`config.mk`:
```
export PLATFORM = sky130hd
export DESIGN_NAME = instr_fetch
export DESIGN_NICKNAME = d
export VERILOG_FILES = /design/src/rtl/cpu_pkg.sv /design/src/rtl/pc_next_calc.sv /design/src/rtl/instr_fetch.sv
export SDC_FILE = /design/constraint.sdc
export NUM_CORES = 1
export LEC_CHECK = 0
export ABC_AREA = 1
export BUFFER_PORTS_ARGS = -buffer_cell sky130_fd_sc_hd__buf_4
export CELL_PAD_IN_SITES_DETAIL_PLACEMENT = 2
export CELL_PAD_IN_SITES_GLOBAL_PLACEMENT = 2
export CORE_MARGIN = 5
export CORE_UTILIZATION = 29
export DETAILED_ROUTE_END_ITERATION = 8
export PLACE_DENSITY = 0.95
export SLEW_MARGIN = 20
export SYNTH_ARGS = -nofsm -noshare
export SYNTH_HDL_FRONTEND = slang
export SYNTH_HIERARCHICAL = 1
export SYNTH_SLANG_ARGS = --single-unit
```
`constraint.sdc`:
```
create_clock -name clk -period 4.8 [get_ports clk]
set_input_delay 0.96 -clock clk [delete_from_list [all_inputs] [get_ports clk]]
set_output_delay 0.96 -clock clk [all_outputs]
set_load 0.02 [all_outputs]
```
`src/rtl/cpu_pkg.sv`:
```
// Shared fetch-stage types, widths and branch-offset helpers.
// Offsets are word counts sign-extended to a 64-bit byte offset.
package cpu_pkg;

   localparam int INSTR_W = 32;
   localparam int ADDR_W  = 64;
   localparam int PC_INCR = 4;
   localparam int CNT_W   = 8;

   typedef enum logic [1:0] {
      FETCH = 2'd0,
      HOLD  = 2'd1,
      ERROR = 2'd2
   } fetch_state_t;

   function automatic logic [ADDR_W-1:0] b_off(input logic [25:0] imm);
      return {{36{imm[25]}}, imm, 2'b00};
   endfunction

   function automatic logic [ADDR_W-1:0] cbz_off(input logic [18:0] imm);
      return {{43{imm[18]}}, imm, 2'b00};
   endfunction

endpackage

```
`src/rtl/pc_next_calc.sv`:
```
// Next-PC selection: sequential, unconditional (imm26) or compare-branch (imm19).
// All additions wrap modulo 2^64.
module pc_next_calc
   import cpu_pkg::*;
(
   input  logic [ADDR_W-1:0]  pc,
   input  logic [INSTR_W-1:0] instr,
   input  logic               br_taken,
   input  logic               uncond_br,
   output logic [ADDR_W-1:0]  next_pc
);

   logic [ADDR_W-1:0] off;
   logic              unused_opc;

   assign unused_opc = ^instr[31:26];

   always_comb begin
      off = ADDR_W'(PC_INCR);
      if (br_taken) begin
         if (uncond_br) off = b_off(instr[25:0]);
         else           off = cbz_off(instr[23:5]);
      end
      next_pc = pc + off;
   end

endmodule

```
`src/rtl/instr_fetch.sv`:
```
// Instruction fetch stage: request, hold for decode, redirect on branch.
// A fetch that waits TIMEOUT cycles without ack parks in ERROR until reset.
module instr_fetch
   import cpu_pkg::*;
#(
   parameter logic [63:0] RESET_PC = 64'h0,
   parameter int          TIMEOUT  = 255
) (
   input  logic        clk,
   input  logic        reset,
   output logic        imem_req,
   output logic [63:0] imem_addr,
   input  logic        imem_ack,
   input  logic [31:0] imem_rdata,
   output logic [31:0] instr,
   output logic        instr_valid,
   input  logic        instr_ready,
   input  logic        br_taken,
   input  logic        uncond_br,
   output logic [63:0] pc,
   output logic        fetch_err
);

   localparam logic [CNT_W-1:0] TO_CNT = CNT_W'(TIMEOUT);

   fetch_state_t       state_q, state_d;
   logic [CNT_W-1:0]   cnt_q, cnt_d;
   logic [ADDR_W-1:0]  pc_q, pc_d;
   logic [INSTR_W-1:0] instr_q, instr_d;
   logic [ADDR_W-1:0]  next_pc;

   pc_next_calc u_pc_next (
      .pc        (pc_q),
      .instr     (instr_q),
      .br_taken  (br_taken),
      .uncond_br (uncond_br),
      .next_pc   (next_pc)
   );

   always_comb begin
      state_d = state_q;
      cnt_d   = cnt_q;
      pc_d    = pc_q;
      instr_d = instr_q;
      unique case (state_q)
         FETCH: begin
            if (imem_ack) begin
               instr_d = imem_rdata;
               state_d = HOLD;
            end else begin
               cnt_d = cnt_q + 1'b1;
               if (cnt_d == TO_CNT) state_d = ERROR;
            end
         end
         HOLD: begin
            cnt_d = '0;
            // branch inputs only matter on the consuming cycle
            if (instr_ready) begin
               pc_d    = next_pc;
               state_d = FETCH;
            end
         end
         ERROR: begin
            state_d = ERROR;
         end
         default: begin
            state_d = FETCH;
            cnt_d   = '0;
         end
      endcase
   end

   always_ff @(posedge clk) begin
      if (reset) state_q <= FETCH;
      else       state_q <= state_d;
   end

   always_ff @(posedge clk) begin
      if (reset) cnt_q <= '0;
      else       cnt_q <= cnt_d;
   end

   always_ff @(posedge clk) begin
      if (reset) pc_q <= RESET_PC;
      else       pc_q <= pc_d;
   end

   always_ff @(posedge clk) begin
      if (reset) instr_q <= '0;
      else       instr_q <= instr_d;
   end

   assign imem_req    = (state_q == FETCH) && !reset;
   assign imem_addr   = pc_q;
   assign pc          = pc_q;
   assign instr       = instr_q;
   assign instr_valid = (state_q == HOLD);
   assign fetch_err   = (state_q == ERROR);

endmodule

```
## Word-level counts from Yosys, hierarchy flattened

Cells that the tools add are included.
W data, S select, Z words.

- Logic and storage cells: 28
- Output and inout port bits: 163
- Input bits: 38
- Bits in registers: 106

- Mux-type cells: 8
- Add/sub/neg operators: 2
- Eq/ne operators: 6
- Bitwise gates (word level): 1
- Reductions and logical operators: 7

Operators with widths:

| cell | number |
|---|---|
| $mux W64 | 2 |
| $add A64 B64 Y64 | 1 |
| $pmux W8 S2 | 1 |
| $add A8 B1 Y8 const B | 1 |
| $eq A8 B8 Y1 const B | 1 |
| $mux W8 | 1 |
| $reduce_and A2 Y1 | 4 |
| $mux W2 | 3 |
| $pmux W2 S3 | 1 |
| $ne A3 B3 Y1 const B | 1 |
| $eq A2 B1 Y1 const B | 1 |
| $eq A2 B2 Y1 const B | 1 |
| $logic_not A2 Y1 | 1 |
| $ne A2 B1 Y1 const B | 1 |
| $ne A2 B2 Y1 const B | 1 |
| $logic_and A1 B1 Y1 | 1 |
| $logic_not A1 Y1 | 1 |
| $not A1 Y1 | 1 |

## Logic depth before layout (Yosys ltp)

- Depth in word-level cells: 5
- Mapped depth: 23
- Depth with buffers taken out: 21

## By module

The synthesis kept the hierarchy.

Modules (own cells, without submodules):

| module | times used | sequential area each (µm²) | area each (µm²) | cells each |
|---|---|---|---|---|
| pc_next_calc | 1 | 0.0 | 6,070.8 | 1,307 |
| instr_fetch | 1 | 2,122.0 | 4,491.8 | 582 |

## Least setup slack after synthesis

No wires, ideal clock.

- Path kind: input to register
- Start point: in uncond_br
- End point: reg pc_q[62] (netlist: imem_addr[62])
- Path buffers: 1
- Arrival: 3,856 ps
- Slack: 874 ps
- Setup time: 70 ps
- Stages: 16
- Cells stage by stage: buf_2 -> inv_2 -> nand2_1 -> a21oi_2 -> ha_1 -> nand2_1 -> inv_1 -> a21oi_1 -> nand2_1 -> nand2_1 -> nand2_1 -> a21oi_1 -> nand3_1 -> nand2_1 -> nand3_1 -> a21oi_1

- Cells in the longest elaborated chain, start to end: 3

RTL lines:

| what | line | RTL |
|---|---|---|
| from (decl) | instr_fetch.sv:19 | `input logic uncond_br,` |
| $mux W64 | pc_next_calc.sv:21 | `if (uncond_br) off = b_off(instr[25:0]);` |
| $mux W64 | pc_next_calc.sv:20 | `if (br_taken) begin` |
| $add A64 B64 Y64 | pc_next_calc.sv:24 | `next_pc = pc + off;` |
| net next_pc[62] | instr_fetch.sv:30 | `logic [ADDR_W-1:0] next_pc;` |
| to (signal assigned) | instr_fetch.sv:85 | `else pc_q <= pc_d;` |
| to (decl) | instr_fetch.sv:28 | `logic [ADDR_W-1:0] pc_q, pc_d;` |

The timed path passes the listed nets, and every way through them passes these cells.
A chain may end at the register's enable or synchronous reset.

## Worst setup path in the final report

- Start point: in uncond_br
- End point: reg pc_q[59] (netlist: imem_addr[59])

Same word-level chain as after synthesis.

==> results.py <==
metrics = {
    "synthesis": {
        "synth_top_cell_by_area": "nand2_1",
        "syn_area_sq_mm": 0.01056,
        "synth.distinct_cells": 31,
        "synthFlopType": "dfxtp_1",
        "syn_nets": 1991,
        "synthCells": 1889,
        "yosysMostFrequentCell": "nand2_1",
        "syn_avg_cell_area_sq_um": 5.592,
        "ys_ff_latch": 106,
        "yosys.area.top_type_share": 0.2331,
        "synth-edff-count": 0,
        "yosysWarningCount": 6,
        "synth_top_cells_by_count": "nand2_1 (656), inv_1 (302), nor2_1 (206), nand3_1 (123), a21oi_1 (119)",
        "ys_seq_area_frac": 0.2009,
        "async_flop_share": 0,
        "yosys-top-cells-area": "nand2_1 (23%), dfxtp_1 (20%), inv_1 (11%)",
    },
    "setup_path": {
        "cpMaxStageDelayCell": "ha_1",
        "end_kind": "flop",
        "reg2reg_from": "instr[23]",
        "cp_top_family": "simple AND/OR/NAND/NOR gates",
        "path_common_cell": "nand2_1",
        "crit_type": "in2reg",
        "crit_fanout": 37,
        "rr_endpoint": "imem_addr[59]",
        "path_cells": "buf_4 > inv_2 > nand2_1 > a21oi_4 > buf_12 > ha_1 > nand2_1 > inv_1 > nand2_1 > nand2_1 > a21oi_1 > nand2_1 > a21oi_1 > nand3_1 > nand2_1 > nand3_1 > a21oi_1",
        "reg2reg_depth": 15,
        "worst_path_largest_cell_delay_ns": 0.37,
        "arrival_ns": 4.38,
        "cp.buffers_inverters": 4,
        "start_kind": "input pin",
        "r2r_setup_slack_ns": 1.35,
        "worst_ep_required_time_ns": 5.12,
    },
    "hold_path": {
        "whs_endpoint": "cnt_q[6]",
        "holdCritPathClass": "reg2reg",
        "worstHoldPathCells": 2,
        "hold_path_startpoint": "cnt_q[6]",
    },
    "power_and_ir_drop": {
        "vdd_ir_drop_max_uv": 166.1,
        "powerDensity_mw_per_mm2": 189.1,
        "power_uw": 2330,
        "power.static_leakage_uw": 0.006886,
    },
    "sta": {
        "setup_violations": 0,
        "finalHoldViolCount": 0,
        "max_slew_margin": 0.3657,
        "fin_tns_setup_ns": 0,
        "period_share": 0.8455,
        "fmax_mhz": 246.4,
        "rsz0062_at_grt": "no",
        "maxSlewViolCount": 0,
        "tightest_slew_ns": 0.9514,
        "setup_slack_ns": 0.7417,
        "fin_crit_ns": 4.058,
        "finalClockSkew_ns": 0.01145,
    },
    "grt": {
        "grt_usage": 0.2485,
        "grt_pass1_wl_mm": 79.83,
        "grt_max_degree": 75,
        "grt_antenna_before_repair": 0,
        "grt_pass1_vias": 13930,
        "overflow": 0,
    },
    "place": {
        "dp_cells": 2454,
        "dp_hpwl_mm": 41.78,
        "io_buffers": 200,
        "place_congestion": 0.9573,
        "dp_slack_ns": 0.3844,
    },
    "status": {
        "status": "complete, no violations",
    },
    "drt": {
        "dr.pass1.iters": 5,
        "avgViaCountPerCell": 5.069,
        "wl_per_cell_um": 20.86,
        "drt_wl_total_mm": 51.51,
        "ant_nets": 0,
        "num_vias": 12520,
        "drc_errors": 0,
        "drt_iter0_drc": 629,
    },
    "cts": {
        "cts.repair.resized": 0,
        "cts_max_level": 3,
        "cts_buffer_depth": 2,
        "clk_pin_slew_ns": 0.09,
        "cts-buffers-inserted": 9,
        "clk_latency_ns": 0.40,
        "cts_num_sinks": 106,
        "post-cts-setup-buffers": 0,
        "cts-root-buf": "clkbuf_16",
        "cts_hold_buf": 0,
        "cts_tree": "done",
    },
    "floorplan": {
        "start_util": 0.2913,
        "placeableCoreArea_sq_mm": 0.03626,
        "die_h_um": 200.8,
        "fp-row-count": 70,
        "ios": 201,
        "die_w_um": 200.8,
        "die_area_sq_mm": 0.04034,
    },
    "cells_and_area": {
        "nets": 2099,
        "areaGrowthSynthToFinish_pct": 16.69,
        "fin_cells": 2470,
        "antennaDiodeCount": 0,
        "fill_cells": 4746,
        "drive_above_1_share": 0.1503,
    },
    "run": {
        "cap_violations": 0,
    },
}
-- worst max path at each step --
stage                   start            end  depth (start not counted)
finish              uncond_br  imem_addr[59]                         17
global route        uncond_br  imem_addr[62]                         18
global placement    uncond_br  imem_addr[46]                         18
floorplan           uncond_br  imem_addr[62]                         16
CTS                 uncond_br  imem_addr[46]                         18
detailed placement  uncond_br  imem_addr[46]                         18
-- per-stage QoR --
step / cell area [sq um] / hold WS (ns) / util
4_1_cts: 12330 / 0.5123 / 0.3399
3_5_place_dp: 12020 / 0.5015 / 0.3314
2_1_floorplan: 10560 / 0.4508 / -
5_1_grt: 12330 / 0.5385 / 0.3399
6_report: 12330 / 0.5071 / 0.3399
3_3_place_gp: 12020 / 0.4680 / 0.3314
-- tightest hold or removal path, stage by stage, from the launching register on --
cell	delay, ns
dfxtp_1	0.33
nand2_1	0.07
a21oi_1	0.06
-- metal layers --
layer  routed length (um)  vias up  global-route usage
met5                    0        -                   0
met3                 1954       86             0.03522
met1                21910     6207              0.2973
met2                25740      278              0.4500
met4                 1910        0             0.09538
li1                     -     5950                   -
-- power by group --
part           internal [uW]  switching (uW)  total [uW]  leakage [uW]
Combinational            175             360         534       0.00588
Sequential               917            50.3         967      0.000863
Clock                    375             453         828      0.000148
-- cell type report --
type	instances	area, sq um	share of cell area
clock buffers	9	225.2	0.01827
clock inverters	7	82.58	0.006700
inverters	316	1186	0.09623
multi-input cells	1357	6558	0.5320
flip-flops and latches	106	2122	0.1722
well taps	468	585.6	0.04751
repair buffers	207	1567	0.1271
-- kinds of logic after synthesis --
kind of cell             after synthesis  synth area share
adder cells (fa/ha/maj)               64           0.07652
AND/OR/NAND/NOR                     1078            0.4269
buffers and inverters                426            0.1797
AO/OA/AOI/OAI                        183           0.08943
flip-flops                           106            0.2009
XOR/XNOR                              32           0.02653
-- layout by cell type, fill, tap and decap left out, drive strengths merged --
cell type / synthesis / layout
nand3: 132 / 132
xor2: 31 / 31
dfxtp: 106 / 106
ha: 63 / 63
and2: 1 / 1
nand4: 16 / 16
clkinv: 1 / 3
nand2: 682 / 682
inv: 315 / 319
buf: 94 / 207
clkbuf: 16 / 9
clkinvlp: 0 / 1
nor4: 1 / 1
nor3: 17 / 17
or2: 1 / 1
o21bai: 10 / 10
xnor2: 1 / 1
a21oi: 120 / 120
nor2: 228 / 228
o21ai: 53 / 53
fa: 1 / 1
-- flip-flops by register name, summed over array words and instances, names as in the netlist --
register   cells
cnt_q          8
imem_addr     64
instr         32
state_q        2
(Power assumes the default switching activity.)
